## config.mk

```make
export PLATFORM = sky130hd
export DESIGN_NAME = conflict_free_bank_mapper
export DESIGN_NICKNAME = d
export VERILOG_FILES = /design/src/rtl/cf_map_pkg.sv /design/src/rtl/cf_map_lane.sv /design/src/rtl/conflict_free_bank_mapper.sv
export SDC_FILE = /design/constraint.sdc
export NUM_CORES = 1
export LEC_CHECK = 0
export ABC_AREA = 1
export ABC_CLOCK_PERIOD_IN_PS = 3200
export CORE_MARGIN = 4
export CORE_UTILIZATION = 39
export CTS_BUF_LIST = sky130_fd_sc_hd__clkbuf_4
export DETAILED_ROUTE_END_ITERATION = 10
export RECOVER_POWER = 50
export SYNTH_ARGS = -nofsm -noshare
export SYNTH_HDL_FRONTEND = slang
export SYNTH_SLANG_ARGS = --single-unit
```

## constraint.sdc

```tcl
create_clock -name clk -period 3.2 [get_ports clk]
set_input_delay 0.96 -clock clk [delete_from_list [all_inputs] [get_ports clk]]
set_output_delay 0.96 -clock clk [all_outputs]
set_load 0.01 [all_outputs]
```

## src/rtl/cf_map_pkg.sv

```systemverilog
// ============================================================================
// Module  : cf_map_pkg
// Brief   : Shared fold-mode encodings and digit-count helper for the mapper.
// Revision: 1.0
// ============================================================================
`default_nettype none

package cf_map_pkg;

    localparam logic MAP_SUM = 1'b0;
    localparam logic MAP_XOR = 1'b1;

    // Number of bank-width digits covering an address, top digit may be partial.
    function automatic int cf_num_digits(input int addr_w, input int bank_w);
        return (addr_w + bank_w - 1) / bank_w;
    endfunction

endpackage

`default_nettype wire

```

## src/rtl/cf_map_lane.sv

```systemverilog
// ============================================================================
// Module  : cf_map_lane
// Brief   : Combinational per-lane bank fold (digit sum or digit XOR) and row.
// Revision: 1.0
// ============================================================================
`default_nettype none

module cf_map_lane
    import cf_map_pkg::*;
#(
    parameter int ADDR_W = 7,
    parameter int BANK_W = 2
) (
    input  logic [ADDR_W-1:0]        addr,
    input  logic                     mode,
    output logic [BANK_W-1:0]        bank,
    output logic [ADDR_W-BANK_W-1:0] row
);

    localparam int c_digits = cf_num_digits(ADDR_W, BANK_W);
    localparam int c_ext_w  = c_digits * BANK_W;

    logic [c_ext_w-1:0] w_ext;
    logic [BANK_W-1:0]  w_sum;
    logic [BANK_W-1:0]  w_xor;

    assign w_ext = c_ext_w'(addr);

    // Sum is kept at BANK_W bits so carries out of the bank index drop naturally.
    always_comb begin
        w_sum = '0;
        w_xor = '0;
        for (int d = 0; d < c_digits; d++) begin
            w_sum = w_sum + w_ext[d*BANK_W +: BANK_W];
            w_xor = w_xor ^ w_ext[d*BANK_W +: BANK_W];
        end
    end

    assign bank = (mode == MAP_XOR) ? w_xor : w_sum;
    assign row  = addr[ADDR_W-1:BANK_W];

endmodule

`default_nettype wire

```

## src/rtl/conflict_free_bank_mapper.sv

```systemverilog
// ============================================================================
// Module  : conflict_free_bank_mapper
// Brief   : Two-stage multi-lane address-to-bank mapper with conflict counting.
// Revision: 1.0
// ============================================================================
`default_nettype none

module conflict_free_bank_mapper
    import cf_map_pkg::*;
#(
    parameter int ADDR_W = 7,
    parameter int BANK_W = 2,
    parameter int LANES  = 4,
    parameter int CNT_W  = 16
) (
    input  logic                              clk,
    input  logic                              rst,
    input  logic                              in_valid,
    output logic                              in_ready,
    input  logic [LANES*ADDR_W-1:0]           in_addr,
    input  logic                              mode,
    output logic                              out_valid,
    input  logic                              out_ready,
    output logic [LANES*BANK_W-1:0]           out_bank,
    output logic [LANES*(ADDR_W-BANK_W)-1:0]  out_addr,
    output logic                              out_conflict,
    output logic [CNT_W-1:0]                  conflict_cnt
);

    localparam int              c_row_w   = ADDR_W - BANK_W;
    localparam logic [CNT_W-1:0] c_cnt_max = '1;

    logic [LANES*BANK_W-1:0]  w_bank;
    logic [LANES*c_row_w-1:0] w_row;
    logic                     w_s2_adv;
    logic                     w_in_ready;
    logic                     w_conflict;

    logic                     r_s1_valid;
    logic [LANES*BANK_W-1:0]  r_s1_bank;
    logic [LANES*c_row_w-1:0] r_s1_row;
    logic                     r_s2_valid;
    logic [LANES*BANK_W-1:0]  r_s2_bank;
    logic [LANES*c_row_w-1:0] r_s2_row;
    logic                     r_s2_conflict;
    logic [CNT_W-1:0]         r_cnt;

    generate
        for (genvar k = 0; k < LANES; k++) begin : g_lane
            cf_map_lane #(
                .ADDR_W (ADDR_W),
                .BANK_W (BANK_W)
            ) u_lane (
                .addr (in_addr[k*ADDR_W +: ADDR_W]),
                .mode (mode),
                .bank (w_bank[k*BANK_W +: BANK_W]),
                .row  (w_row[k*c_row_w +: c_row_w])
            );
        end
    endgenerate

    assign w_s2_adv   = !r_s2_valid || out_ready;
    assign w_in_ready = !r_s1_valid || w_s2_adv;

    // Pairwise compare; the loop body never runs for a single lane.
    always_comb begin
        w_conflict = 1'b0;
        for (int i = 0; i < LANES; i++) begin
            for (int j = i + 1; j < LANES; j++) begin
                if (r_s1_bank[i*BANK_W +: BANK_W] == r_s1_bank[j*BANK_W +: BANK_W]) begin
                    w_conflict = 1'b1;
                end
            end
        end
    end

    always_ff @(posedge clk or posedge rst) begin
        if (rst) begin
            r_s1_valid    <= 1'b0;
            r_s1_bank     <= '0;
            r_s1_row      <= '0;
            r_s2_valid    <= 1'b0;
            r_s2_bank     <= '0;
            r_s2_row      <= '0;
            r_s2_conflict <= 1'b0;
            r_cnt         <= '0;
        end else begin
            if (w_in_ready) begin
                r_s1_valid <= in_valid;
                if (in_valid) begin
                    r_s1_bank <= w_bank;
                    r_s1_row  <= w_row;
                end
            end
            if (w_s2_adv) begin
                r_s2_valid <= r_s1_valid;
                if (r_s1_valid) begin
                    r_s2_bank     <= r_s1_bank;
                    r_s2_row      <= r_s1_row;
                    r_s2_conflict <= w_conflict;
                end
            end
            if (r_s2_valid && out_ready && r_s2_conflict && (r_cnt != c_cnt_max)) begin
                r_cnt <= r_cnt + 1'b1;
            end
        end
    end

    assign in_ready     = w_in_ready;
    assign out_valid    = r_s2_valid;
    assign out_bank     = r_s2_bank;
    assign out_addr     = r_s2_row;
    assign out_conflict = r_s2_conflict;
    assign conflict_cnt = r_cnt;

endmodule

`default_nettype wire
```

==> results.ini <==
[outcome]
status = complete, but fails checks
violations = max-capacitance violations, max-slew violations

[sta]
hold_violations = 0
whs_ns = 0.4797
slew_headroom = -0.2413
setup_viol = 0
rsz0062_at_grt = false
finalCriticalPeriod_ns = 3.136
finalWorstSetupSlack_ns = 0.06409
finalSetupTns_ns = 0
layout_worst_path_cycle_share = 0.9800
timing_worst_slew_pin_value_ns = 1.862
fmax_ghz = 0.3189
clock_skew_ns = 0.008057
slew_viol_final = 76

[cts]
clk_pin_slew_ns = 0.11
postCtsSetupRepairBufs = 0
cts_buffers = 9
clk_latency_ns = 0.40
cts_resized = 0
clock-sinks = 75
cts-root-buf = clkbuf_4
cts_tree = yes
htree_levels = 3
clock_tree.buffer_depth = 2
hold_buffers = 0

[synth]
synth_fp_nets = 576
synth_cells = 530
yosysTopAreaCell = dfrtp_1
synthTopCellsByArea = dfrtp_1 47%, nand2_1 23%, inv_1 5.3%
post_synth_instance_area_um2 = 3993
post_synth.cell_area_avg_um2 = 7.533
synthDominantCellAreaShare = 0.4701
synth_warnings = 0
synth_seq_cells = 75
yosysSeqAreaShare = 0.4701
synth_cell_types = 26

[setup_path]
start_kind = input pin
cp_max_fo = 3
worstReg2RegStart = conflict_cnt[0]$_DFFE_PP0P_
r2r-end = conflict_cnt[14]$_DFFE_PP0P_
slowest_stage = clkdlybuf4s50_1
crit_path_end_kind = primary output
crit_chain = clkdlybuf4s50_1, inv_1, nand3_1, clkdlybuf4s50_1
arrival_ns = 2.18
slowest_delay_ns = 0.57
crit_type = input pin to primary output
critical_path_required_ns = 2.24
reg2reg_slack_ns = 1.23
crit_top_cell = clkdlybuf4s50_1
r2r_cells = 8

[layout]
drive_gt1_frac = 0.04369
fill_cells = 948
finalNetCount = 659
areaGrowthSynthToFinish_pct = 27.48
diodes = 0

[detailed_routing]
antenna_left = 0
wire_per_inst_um = 12.16
drtPass1Iterations = 4
avgViaCountPerCell = 4.541
via_count = 3410
dr.first_iter.drc_count = 130
drt_wl_total_um = 9135
drc = 0

[hold_path]
holdCritPathClass = flop to flop
whs_endpoint = out_addr[13]$_DFFE_PP0P_
worstHoldPathCells = 2
worstHoldStart = r_s1_row[13]$_DFFE_PP0P_

[place]
gp_congestion = 0.8186
pre_cts_slack_ns = 0.05595
hpwl_um = 6637
io_buffers = 79

[power]
ir_worst_vdd_v = 0.0002643
p_leak_nw = 2.564
power_density_nw_per_um2 = 590.6

[floorplan]
ioPinCount = 80
dieHeight_um = 109.2
die_area_um2 = 11920
fp.dieW_um = 109.2
core_area_um2 = 9864
initial_core_util = 0.4047
rows = 36

[grt]
grt_first_pass_wirelength_um = 15400
grt_pass1_vias = 3327
grt_overflow_total = 0
antenna_found_initial = 0
track_usage = 0.1627
grt_max_degree = 76

[flow_run]
drv_cap = 1

-- worst max-delay path, delay by kind of cell --
kind / cells / cell delay, ns
AND/OR/NAND/NOR: 1 / 0.14
buffers and inverters: 3 / 1.08
-- cells in the final DEF (no fill, tap or decap), drive strengths merged --
cell type	Yosys	layout
bufinv	0	3
xnor2	16	16
dfrtp	75	75
nand4	5	5
nand2	247	247
clkdlybuf4s50	0	78
fa	4	4
o21ai	39	39
ha	9	9
nand3	18	18
a21oi	2	2
clkbuf	8	16
clkinv	2	6
o22ai	1	1
inv	58	57
xor2	7	7
dlygate4sd3	0	1
nor2	34	34
-- where the power goes --
part           leakage [nW]  internal, mW  total [mW]  switching, mW
clock network        0.0978         0.400       0.730          0.330
logic                  1.52         0.473       0.953          0.480
registers             0.945          1.15        1.32          0.174
total                  2.56          2.02        3.01          0.983
-- cells in the mapped netlist (all sizes together) --
cell type,instances
inv,58
clkinv,2
o21ai,39
xor2,7
buf,5
o22ai,1
ha,9
nor2,34
a21oi,2
nand4,5
fa,4
xnor2,16
clkbuf,8
nand3,18
dfrtp,75
nand2,247
-- state kept, by name, summed over array words and instances (netlist names) --
register,cells
r_s1_row,20
out_addr,20
out_valid,1
out_bank,8
out_conflict,1
r_s1_valid,1
conflict_cnt,16
r_s1_bank,8
-- metrics by stage --
step                      instance area (um2)  std cells  total power, mW  utilization
after floorplan                          3993        530            1.832            -
after global placement                   4940        735            2.302       0.5008
after detailed placement                 4940        735            2.321       0.5008
after CTS                                5119        751            3.055       0.5189
after global routing                     5090        751            3.220       0.5160
final                                    5090        751            3.006       0.5160
-- worst max path at each step --
stage / endpoint / startpoint / cells past startpoint
floorplan: conflict_cnt[0]$_DFFE_PP0P_ / rst / 1
global placement: in_ready / out_ready / 4
detailed placement: in_ready / out_ready / 4
CTS: in_ready / out_ready / 4
global route: in_ready / out_ready / 4
finish: in_ready / out_ready / 4
-- cells by family after synthesis --
kind of cell / Yosys count / synth area share
AND/OR/NAND/NOR: 304 / 0.3015
flip-flops: 75 / 0.4701
buffers and inverters: 73 / 0.07396
XOR/XNOR: 23 / 0.05045
adder cells (fa/ha/maj): 13 / 0.04826
AO/OA/AOI/OAI: 42 / 0.05578
-- final cells by class --
cell class | instances | area, um2 | share of cell area
Timing Repair Buffer | 85 | 819.5 | 0.1610
Clock inverter | 6 | 103.9 | 0.02040
Tap cell | 133 | 166.4 | 0.03269
Clock buffer | 10 | 75.07 | 0.01475
Sequential cell | 75 | 1877 | 0.3687
Inverter | 60 | 227.7 | 0.04474
Multi-Input combinational cell | 382 | 1821 | 0.3577
-- metal layers --
metal,wire [um],GRT usage
met3,397,0.03020
met4,103,0.04987
met1,4198,0.2084
met2,4435,0.2794
met5,0,0
(Power assumes the default switching activity.)
